$ cat src/rtl/decode_stage.sv
// decode_stage -- RV32I decode pipeline register.
//
// Takes one instruction word per transfer from fetch, decodes it into ALU
// controls, register addresses, immediate and class flags, and holds the
// result in a single output register for execute. Latency is one cycle; a
// pop and a push in the same cycle keep one instruction per cycle flowing.
//
// Handshake (both sides): a beat moves when valid && ready on the same
// rising edge. The producer holds valid and payload stable until the beat
// moves; ready never depends on the producer's valid. Here
// in_ready = !rst && (!out_valid || out_ready), and every output stays frozen
// while out_valid && !out_ready.
//
// Ports
//   clk, rst                 clock, synchronous active-high reset
//   in_valid/in_ready        upstream handshake
//   in_instr, in_pc          instruction word and its PC
//   flush                    drops held and incoming instruction
//   out_valid/out_ready      downstream handshake
//   alu_mode, eval_mode, sign_ext, src1_pc, src2_imm   ALU controls
//   rs1_addr, rs2_addr, rd_addr, rd_wen, imm, pc_out   operands
//   is_branch, is_jal, is_jalr, is_load, is_store, is_slt, mem_size, mem_unsigned
//   ill_instr                only when DECODE_ILLEGAL_EN is defined
//
// Configuration macro: DECODE_ILLEGAL_EN adds the registered ill_instr flag.
// Illegal encodings decode as NOP in both builds.
//
// ALU/EVAL codes mirror defines.v:
//   ALU_ADD=0 SUB=1 AND=2 OR=3 XOR=4 SLL=5 SRL=6 SRA=7
//   EVAL_EQ=0 NEQ=1 LT=2 GE=3
module decode_stage (
   input  logic        clk,
   input  logic        rst,
   input  logic        in_valid,
   output logic        in_ready,
   input  logic [31:0] in_instr,
   input  logic [31:0] in_pc,
   input  logic        flush,
   output logic        out_valid,
   input  logic        out_ready,
   output logic [2:0]  alu_mode,
   output logic [1:0]  eval_mode,
   output logic        sign_ext,
   output logic [4:0]  rs1_addr,
   output logic [4:0]  rs2_addr,
   output logic [4:0]  rd_addr,
   output logic        rd_wen,
   output logic [31:0] imm,
   output logic [31:0] pc_out,
   output logic        src1_pc,
   output logic        src2_imm,
   output logic        is_branch,
   output logic        is_jal,
   output logic        is_jalr,
   output logic        is_load,
   output logic        is_store,
   output logic        is_slt,
   output logic [1:0]  mem_size,
`ifdef DECODE_ILLEGAL_EN
   output logic        ill_instr,
`endif
   output logic        mem_unsigned
);

   localparam logic [2:0] ALU_ADD = 3'd0, ALU_SUB = 3'd1, ALU_AND = 3'd2, ALU_OR = 3'd3,
                          ALU_XOR = 3'd4, ALU_SLL = 3'd5, ALU_SRL = 3'd6, ALU_SRA = 3'd7;
   localparam logic [1:0] EVAL_EQ = 2'd0, EVAL_NEQ = 2'd1, EVAL_LT = 2'd2, EVAL_GE = 2'd3;

   localparam logic [6:0] OP_OP = 7'b0110011, OP_IMM = 7'b0010011, OP_LUI = 7'b0110111,
                          OP_AUIPC = 7'b0010111, OP_JAL = 7'b1101111, OP_JALR = 7'b1100111,
                          OP_BRANCH = 7'b1100011, OP_LOAD = 7'b0000011, OP_STORE = 7'b0100011,
                          OP_FENCE = 7'b0001111, OP_SYSTEM = 7'b1110011;

   // All-zero is a NOP with pc 0, so reset is simply '0.
   typedef struct packed {
      logic [2:0]  alu_mode;
      logic [1:0]  eval_mode;
      logic        sign_ext;
      logic [4:0]  rs1_addr;
      logic [4:0]  rs2_addr;
      logic [4:0]  rd_addr;
      logic        rd_wen;
      logic [31:0] imm;
      logic [31:0] pc;
      logic        src1_pc;
      logic        src2_imm;
      logic        is_branch;
      logic        is_jal;
      logic        is_jalr;
      logic        is_load;
      logic        is_store;
      logic        is_slt;
      logic [1:0]  mem_size;
      logic        mem_unsigned;
`ifdef DECODE_ILLEGAL_EN
      logic        ill;
`endif
   } dec_t;

   dec_t dec;
   dec_t q;
   logic q_valid;
   logic ill;

   logic [6:0] opcode;
   logic [2:0] f3;
   logic [6:0] f7;
   assign opcode = in_instr[6:0];
   assign f3     = in_instr[14:12];
   assign f7     = in_instr[31:25];

   logic [31:0] imm_i, imm_s, imm_b, imm_u, imm_j;
   assign imm_i = {{20{in_instr[31]}}, in_instr[31:20]};
   assign imm_s = {{20{in_instr[31]}}, in_instr[31:25], in_instr[11:7]};
   assign imm_b = {{19{in_instr[31]}}, in_instr[31], in_instr[7], in_instr[30:25],
                   in_instr[11:8], 1'b0};
   assign imm_u = {in_instr[31:12], 12'b0};
   assign imm_j = {{11{in_instr[31]}}, in_instr[31], in_instr[19:12], in_instr[20],
                   in_instr[30:21], 1'b0};

   assign in_ready = !rst && (!q_valid || out_ready);

   always_comb begin
      dec              = '0;
      ill              = 1'b0;
      dec.alu_mode     = ALU_ADD;
      dec.eval_mode    = EVAL_EQ;
      dec.rs1_addr     = in_instr[19:15];
      dec.rs2_addr     = in_instr[24:20];
      dec.rd_addr      = in_instr[11:7];
      dec.pc           = in_pc;
      dec.mem_size     = f3[1:0];
      dec.mem_unsigned = f3[2];
      case (opcode)
         OP_OP: begin
            dec.rd_wen = 1'b1;
            // Only funct7 0x00 is legal for all funct3; 0x20 only for SUB/SRA.
            if (!(f7 == 7'h00 || (f7 == 7'h20 && (f3 == 3'b000 || f3 == 3'b101))))
               ill = 1'b1;
            case (f3)
               3'b000: dec.alu_mode = f7[5] ? ALU_SUB : ALU_ADD;
               3'b001: dec.alu_mode = ALU_SLL;
               3'b010: begin
                  dec.alu_mode = ALU_SUB; dec.eval_mode = EVAL_LT;
                  dec.sign_ext = 1'b1;    dec.is_slt    = 1'b1;
               end
               3'b011: begin
                  dec.alu_mode = ALU_SUB; dec.eval_mode = EVAL_LT;
                  dec.is_slt   = 1'b1;
               end
               3'b100: dec.alu_mode = ALU_XOR;
               3'b101: dec.alu_mode = f7[5] ? ALU_SRA : ALU_SRL;
               3'b110: dec.alu_mode = ALU_OR;
               default: dec.alu_mode = ALU_AND;
            endcase
         end
         OP_IMM: begin
            dec.rd_wen   = 1'b1;
            dec.src2_imm = 1'b1;
            dec.imm      = imm_i;
            case (f3)
               3'b000: dec.alu_mode = ALU_ADD;
               3'b001: begin
                  dec.alu_mode = ALU_SLL;
                  dec.imm      = {27'b0, in_instr[24:20]};
                  if (f7 != 7'h00) ill = 1'b1;
               end
               3'b010: begin
                  dec.alu_mode = ALU_SUB; dec.eval_mode = EVAL_LT;
                  dec.sign_ext = 1'b1;    dec.is_slt    = 1'b1;
               end
               3'b011: begin
                  dec.alu_mode = ALU_SUB; dec.eval_mode = EVAL_LT;
                  dec.is_slt   = 1'b1;
               end
               3'b100: dec.alu_mode = ALU_XOR;
               3'b101: begin
                  // funct7[5] picks arithmetic shift; any other funct7 bit
                  // (including instr[25], a would-be shamt[5]) is illegal.
                  dec.alu_mode = f7[5] ? ALU_SRA : ALU_SRL;
                  dec.imm      = {27'b0, in_instr[24:20]};
                  if (f7 != 7'h00 && f7 != 7'h20) ill = 1'b1;
               end
               3'b110: dec.alu_mode = ALU_OR;
               default: dec.alu_mode = ALU_AND;
            endcase
         end
         OP_LUI: begin
            dec.rs1_addr = 5'd0;
            dec.src2_imm = 1'b1;
            dec.imm      = imm_u;
            dec.rd_wen   = 1'b1;
         end
         OP_AUIPC: begin
            dec.src1_pc  = 1'b1;
            dec.src2_imm = 1'b1;
            dec.imm      = imm_u;
            dec.rd_wen   = 1'b1;
         end
         OP_JAL: begin
            dec.src1_pc  = 1'b1;
            dec.src2_imm = 1'b1;
            dec.imm      = imm_j;
            dec.rd_wen   = 1'b1;
            dec.is_jal   = 1'b1;
         end
         OP_JALR: begin
            dec.src2_imm = 1'b1;
            dec.imm      = imm_i;
            dec.rd_wen   = 1'b1;
            dec.is_jalr  = 1'b1;
            if (f3 != 3'b000) ill = 1'b1;
         end
         OP_BRANCH: begin
            // The ALU compares rs1-rs2; the target is pc_out+imm, formed by
            // the branch adder downstream, so src1_pc/src2_imm stay 0 here.
            dec.alu_mode  = ALU_SUB;
            dec.is_branch = 1'b1;
            dec.imm       = imm_b;
            case (f3)
               3'b000: dec.eval_mode = EVAL_EQ;
               3'b001: dec.eval_mode = EVAL_NEQ;
               3'b100: begin dec.eval_mode = EVAL_LT; dec.sign_ext = 1'b1; end
               3'b101: begin dec.eval_mode = EVAL_GE; dec.sign_ext = 1'b1; end
               3'b110: dec.eval_mode = EVAL_LT;
               3'b111: dec.eval_mode = EVAL_GE;
               default: ill = 1'b1;
            endcase
         end
         OP_LOAD: begin
            dec.src2_imm = 1'b1;
            dec.imm      = imm_i;
            dec.rd_wen   = 1'b1;
            dec.is_load  = 1'b1;
            if (f3 == 3'b011 || f3 == 3'b110 || f3 == 3'b111) ill = 1'b1;
         end
         OP_STORE: begin
            dec.src2_imm = 1'b1;
            dec.imm      = imm_s;
            dec.is_store = 1'b1;
            if (f3[2] || f3[1:0] == 2'b11) ill = 1'b1;
         end
         OP_FENCE, OP_SYSTEM: ;
         default: ill = 1'b1;
      endcase

      if (ill) begin
         dec.alu_mode  = ALU_ADD;
         dec.eval_mode = EVAL_EQ;
         dec.sign_ext  = 1'b0;
         dec.rd_wen    = 1'b0;
         dec.src1_pc   = 1'b0;
         dec.src2_imm  = 1'b0;
         dec.is_branch = 1'b0;
         dec.is_jal    = 1'b0;
         dec.is_jalr   = 1'b0;
         dec.is_load   = 1'b0;
         dec.is_store  = 1'b0;
         dec.is_slt    = 1'b0;
      end
      if (dec.rd_addr == 5'd0) dec.rd_wen = 1'b0;
`ifdef DECODE_ILLEGAL_EN
      dec.ill = ill;
`endif
   end

   // Priority: reset, then flush, then transfer, then drain.
   always_ff @(posedge clk) begin
      if (rst) begin
         q_valid <= 1'b0;
         q       <= '0;
      end else if (flush) begin
         q_valid <= 1'b0;
      end else if (in_valid && in_ready) begin
         q_valid <= 1'b1;
         q       <= dec;
      end else if (out_ready) begin
         q_valid <= 1'b0;
      end
   end

   assign out_valid    = q_valid;
   assign alu_mode     = q.alu_mode;
   assign eval_mode    = q.eval_mode;
   assign sign_ext     = q.sign_ext;
   assign rs1_addr     = q.rs1_addr;
   assign rs2_addr     = q.rs2_addr;
   assign rd_addr      = q.rd_addr;
   assign rd_wen       = q.rd_wen;
   assign imm          = q.imm;
   assign pc_out       = q.pc;
   assign src1_pc      = q.src1_pc;
   assign src2_imm     = q.src2_imm;
   assign is_branch    = q.is_branch;
   assign is_jal       = q.is_jal;
   assign is_jalr      = q.is_jalr;
   assign is_load      = q.is_load;
   assign is_store     = q.is_store;
   assign is_slt       = q.is_slt;
   assign mem_size     = q.mem_size;
   assign mem_unsigned = q.mem_unsigned;
`ifdef DECODE_ILLEGAL_EN
   assign ill_instr    = q.ill;
`endif

endmodule

$ cat config.mk
export PLATFORM = sky130hd
export DESIGN_NAME = decode_stage
export DESIGN_NICKNAME = d
export VERILOG_FILES = /design/src/rtl/decode_stage.sv
export SDC_FILE = /design/constraint.sdc
export NUM_CORES = 1
export LEC_CHECK = 0
export BUFFER_PORTS_ARGS = -buffer_cell sky130_fd_sc_hd__clkbuf_2
export CORE_ASPECT_RATIO = 1.25
export CORE_UTILIZATION = 42
export CTS_CLUSTER_DIAMETER = 50
export CTS_CLUSTER_SIZE = 40
export DETAILED_ROUTE_END_ITERATION = 8
export GPL_ROUTABILITY_DRIVEN = 0
export PLACE_DENSITY_LB_ADDON = 0.2
export SYNTH_ARGS = -nofsm -noshare
export SYNTH_HDL_FRONTEND = slang
export SYNTH_SLANG_ARGS = --single-unit
$ cat constraint.sdc
create_clock -name clk -period 1.9 [get_ports clk]
set_input_delay 0.38 -clock clk [delete_from_list [all_inputs] [get_ports clk]]
set_output_delay 0.38 -clock clk [all_outputs]
set_load 0.01 [all_outputs]
# Word-level counts from Yosys, hierarchy flattened
# Cells that the tools add are included.
classes:
  n_eq_ne: 21
  muxes: 37
  n_bitwise: 1
  n_reduce_logical: 33
op_table:
  columns: ["op", "n"]
  rows:
  - ["case mux 32 bit (6 select lines)", 1]
  - ["case mux 3 bit (6 select lines)", 2]
  - ["two-way mux 32 bit", 1]
  - ["equality test 7 x 6 -> 1 bit, second input constant", 4]
  - ["equality test 7 bit, second input constant", 4]
  - ["two-way mux 1 bit", 25]
  - ["OR reduction 2 bit", 10]
  - ["case mux 6 bit (3 select lines)", 1]
  - ["equality test 7 x 5 -> 1 bit, second input constant", 2]
  - ["OR reduction 7 bit", 2]
  - ["equality test 3 bit, second input constant", 4]
  - ["two-way mux 8 bit", 1]
  - ["equality test 7 x 2 -> 1 bit, second input constant", 1]
  - ["equality test 7 x 4 -> 1 bit, second input constant", 1]
  - ["zero test 7 bit", 1]
  - ["inequality test 7 x 6 -> 1 bit, second input constant", 1]
  - ["case mux 1 bit (7 select lines)", 1]
  - ["nonzero test 7 bit", 1]
  - ["equality test 3 x 2 -> 1 bit, second input constant", 2]
  - ["logical OR 1 bit", 6]
  - ["two-way mux 6 bit", 1]
  - ["case mux 2 bit (3 select lines)", 1]
  - ["OR reduction 6 bit", 1]
  - ["zero test 5 bit", 1]
  - ["13 further kinds", 17]
totals:
  reg_bits: 98
  out_inout_bits: 99
  wordCells: 112

# Depth between registers and ports, before layout
logic_depth:
  depth_word: 8
  mapped_depth: 8
  depth_no_buf: 5

# Least setup slack after synthesis
# No wires, ideal clock.
synth_path:
  kind: "in2reg"
  start: "input port rst"
  end: "register q, in the netlist eval_mode[1]"
  setup_time_ns: 0.087
  arrival_ns: 1.779
  t_required_ns: 1.813
  slack_ns: 0.034
  stages: 7
  path_buffers: 3
  path_cell_list: "buf_6 or4b_1 buf_2 nor2_4 nand4_4 buf_6 o31ai_1"
synth_between:
  elab_chain_len: 4
synth_lines:
  columns: ["element", "line_no", "source"]
  rows:
  - ["start, declared", "33", "input logic rst,"]
  - ["zero test 1 bit", "121", "assign in_ready = !rst && (!q_valid || out_ready);"]
  - ["logical AND 1 bit", "121", null]
  - ["logical AND 1 bit", "274", "end else if (in_valid && in_ready) begin"]
  - ["AND reduction 2 bit (no source line)", null, null]
  - ["end signal, assigned", "271", "q <= '0;"]
  - ["end signal, assigned", "276", "q <= dec;"]
  - ["end, declared", "101", "dec_t q;"]
# Several ways; a longest one is shown, not always the timed one.
# A chain may end at the register's enable or synchronous reset.

# Final worst setup path
layout_path:
  start: "register q_valid, in the netlist out_valid"
  end: "register q, in the netlist imm[7]"
layout_between:
  elab_chain_len: 5
layout_lines:
  columns: ["element", "line_no", "source"]
  rows:
  - ["start, declared", "102", "logic q_valid;"]
  - ["start signal, assigned", "270", "q_valid <= 1'b0;"]
  - ["start signal, assigned", "273", "q_valid <= 1'b0;"]
  - ["start signal, assigned", "275", "q_valid <= 1'b1;"]
  - ["zero test 1 bit", "121", null]
  - ["logical OR 1 bit", "121", null]
  - ["logical AND 1 bit", "121", null]
  - ["logical AND 1 bit", "274", null]
  - ["AND reduction 2 bit (no source line)", null, null]
# No other way between the ends.

==> impl_metrics.env <==
export IMPL_portBuffers=167
export IMPL_hold_class="primary input to flip-flop"
export IMPL_path_cells="nor2b_4, or4b_4, buf_4, nor3_1, buf_4, a22o_1"
export IMPL_cp_slowest_cell="or4b_4"
export IMPL_yosysSeqAreaShare=0.500
export IMPL_tightest_slew_ns=0.724
export IMPL_final_cell_count_no_fill=797
export IMPL_power_total_mw=4.51
export IMPL_slew_limit_headroom=0.516
export IMPL_clock_latency_ns=0.34
export IMPL_first_iter_violations=260
export IMPL_yosysTopAreaCell="dfxtp_1"
export IMPL_maxSlewViolCount=0
export IMPL_pwr_share_clk=0.431
export IMPL_postSynthAreaPerCell_um2=8.22
export IMPL_grt_pass1_vias=3842
export IMPL_ctsHtreeMaxLevel=3
export IMPL_die_area_um2=9730
export IMPL_ant_nets=0
export IMPL_clk_path_buf_depth=2
export IMPL_rsz0062_at_grt="false"
export IMPL_netlist_area_um2=3920
export IMPL_period_needed_ns=1.80
export IMPL_core_um2=9130
export IMPL_grt_pass1_wl_um=18000
export IMPL_post_route_drc_count=0
export IMPL_cts_tree="done"
export IMPL_slowest_delay_ns=0.52
export IMPL_timing_hold_ws_ns=0.256
export IMPL_final_cell_area_um2=5500
export IMPL_worst_path_max_fanout=11
export IMPL_synth_warnings=0
export IMPL_clock_sinks=98
export IMPL_timing_final_crit_share=0.948
export IMPL_synth_ff_type="dfxtp_1"
export IMPL_syn2layout_area_growth_pct=40.2
export IMPL_yosysTopAreaCellShare=0.500
export IMPL_async_flop_share=0
export IMPL_startpoint_type="flip-flop"
export IMPL_power_density_nw_per_um2=821
export IMPL_dr_pass1_iters=5
export IMPL_sw_frac_of_total=0.230
export IMPL_maxCapViolations=0
export IMPL_nFillCells=884
export IMPL_cts_root_buf="clkbuf_16"
export IMPL_rows=39
export IMPL_combPwrFrac=0.101
export IMPL_synth_edf_count=0
export IMPL_drt_total_wl_um=11600
export IMPL_crit_type="flip-flop to flip-flop"
export IMPL_start_util=0.430
export IMPL_synth_seq_cells=98
export IMPL_leakage_nw=2.40
export IMPL_vias=4172
export IMPL_finalHoldViolations=0
export IMPL_antenna_found_initial=0
export IMPL_cts_buffers=9
export IMPL_ir_drop_mv=0.477
export IMPL_layout_commonest_cell="clkbuf_2"
export IMPL_finalCoreUtilization=0.602
export IMPL_arrival_ns=2.08
export IMPL_io_pins=168
export IMPL_synth_cells=477
export IMPL_seq_power_share=0.468
export IMPL_skew_ns=0.00393
export IMPL_layout_common_cells="167 x clkbuf_2, 127 x nand2_1, 97 x dfxtp_1"
export IMPL_n_antenna_cell=0
export IMPL_status="complete, no violations"
export IMPL_synth_fp_nets=546
export IMPL_tns_ns=0
export IMPL_grt_max_degree=44
export IMPL_dp_cells=775
export IMPL_die_x_um=88.4
export IMPL_hpwlAfterDp_um=8330
export IMPL_p_int_mw=3.47
export IMPL_switchingPower_mw=1.04
export IMPL_routed_via_density=5.23
export IMPL_ys_types=47
export IMPL_wire_per_inst_um=14.5
export IMPL_place_area_um2=5100
export IMPL_required_ns=2.18
export IMPL_ys_top_cells_by_area="dfxtp_1 50%, nand2_1 12%, a21oi_1 8.0%"
export IMPL_dieHeight_um=110
export IMPL_crit_top_cell="buf_4"
export IMPL_finalSetupViolations=0
export IMPL_endpoint_kind="flip-flop"
export IMPL_drive_above_1_share=0.358
export IMPL_place_ws_ns=-0.281
export IMPL_grt_util_all_layers=0.239
export IMPL_fin_nets=738
export IMPL_path_clk_slew_ns=0.07
export IMPL_timing_fmax_mhz=555
export IMPL_overflow=0
export IMPL_worst_slack_ns=0.0995
-- routing by layer --
metal	vias to the layer above	part of all wire	GRT usage
met5	-	0	0
met4	0	0.029	0.121
met3	26	0.077	0.0678
met2	187	0.47	0.389
met1	1900	0.42	0.288
li1	2059	-	-
-- power groups by stage --
stage               clock, mW  combinational, mW  sequential, mW
detailed placement          0              0.436            2.16
finish                   1.94              0.458            2.11
floorplan                   0              0.192            2.17
global route             2.09              0.500            2.11
CTS                      1.99              0.450            2.11
global placement            0              0.431            2.15
-- cell families after synthesis --
| logic type | after synthesis | synth area share |
|---|---|---|
| and+or+nand+nor | 195 | 0.223 |
| DFF | 98 | 0.500 |
| AOI/OAI and AO/OA | 145 | 0.231 |
| muxes | 1 | 0.00287 |
| buffers and inverters | 38 | 0.0434 |
-- final cells by class --
class                           instances  area [um^2]  share of cell area
Sequential cell                        98         1960               0.357
Tap cell                              123          154              0.0280
Inverter                                3         11.3             0.00205
Multi-Input combinational cell        342         1850               0.336
Clock inverter                          4         73.8              0.0134
Timing Repair Buffer                  215         1200               0.218
Clock buffer                           12          246              0.0448
-- sequential cells by signal, indices dropped and copies added (netlist names), 2 cells and up --
register   count
alu_mode       3
eval_mode      2
imm           32
mem_size       2
pc_out        32
rd_addr        5
rs1_addr       5
rs2_addr       5
-- repair_timing --
| item | in CTS | in global routing |
|---|---|---|
| hold buffers | 0 | 0 |
| cloned | 2 | 0 |
| buffers inserted | 4 | 1 |
| hold endpoints to repair | 0 | 0 |
| gates resized for setup | 6 | 5 |
| pin swaps | 3 | 3 |
| endpoints found under the setup margin | 45 | 35 |
-- synth_stat cells, types with 3 or more instances --
| master | n |
|---|---|
| or4_1 | 3 |
| dfxtp_1 | 98 |
| nor2b_1 | 4 |
| a22oi_1 | 9 |
| buf_2 | 10 |
| nand2_1 | 127 |
| nor3_1 | 3 |
| a22o_1 | 7 |
| and3_1 | 3 |
| buf_1 | 5 |
| a221o_1 | 11 |
| a21oi_1 | 63 |
| a31oi_1 | 3 |
| nand2b_1 | 4 |
| inv_1 | 3 |
| o31ai_1 | 11 |
| nor2_1 | 24 |
| clkbuf_1 | 18 |
| nor4_1 | 3 |
| nand3_1 | 7 |
| o21ai_0 | 26 |
-- worst paths after layout --
path / slack, ns / cells after the start / to / start
max: 0.1 / 6 / imm[7]$_SDFFE_PP0P_ / out_valid$_SDFFE_PP0P_
min: 0.26 / 3 / pc_out[27]$_SDFFE_PP0P_ / in_pc[27]
max reg2reg: 0.1 / 6 / imm[7]$_SDFFE_PP0P_ / out_valid$_SDFFE_PP0P_
min reg2reg: 0.45 / 2 / src2_imm$_SDFFE_PP0P_ / src2_imm$_SDFFE_PP0P_
-- worst max-delay path: cells and delay by family (launching register included) --
family	cells	cell delay (ns)
AND/OR/NAND/NOR	3	0.90
buffers and inverters	2	0.40
flip-flops	1	0.32
AO/OA/AOI/OAI	1	0.13
Power figures use the tool's default switching activity.
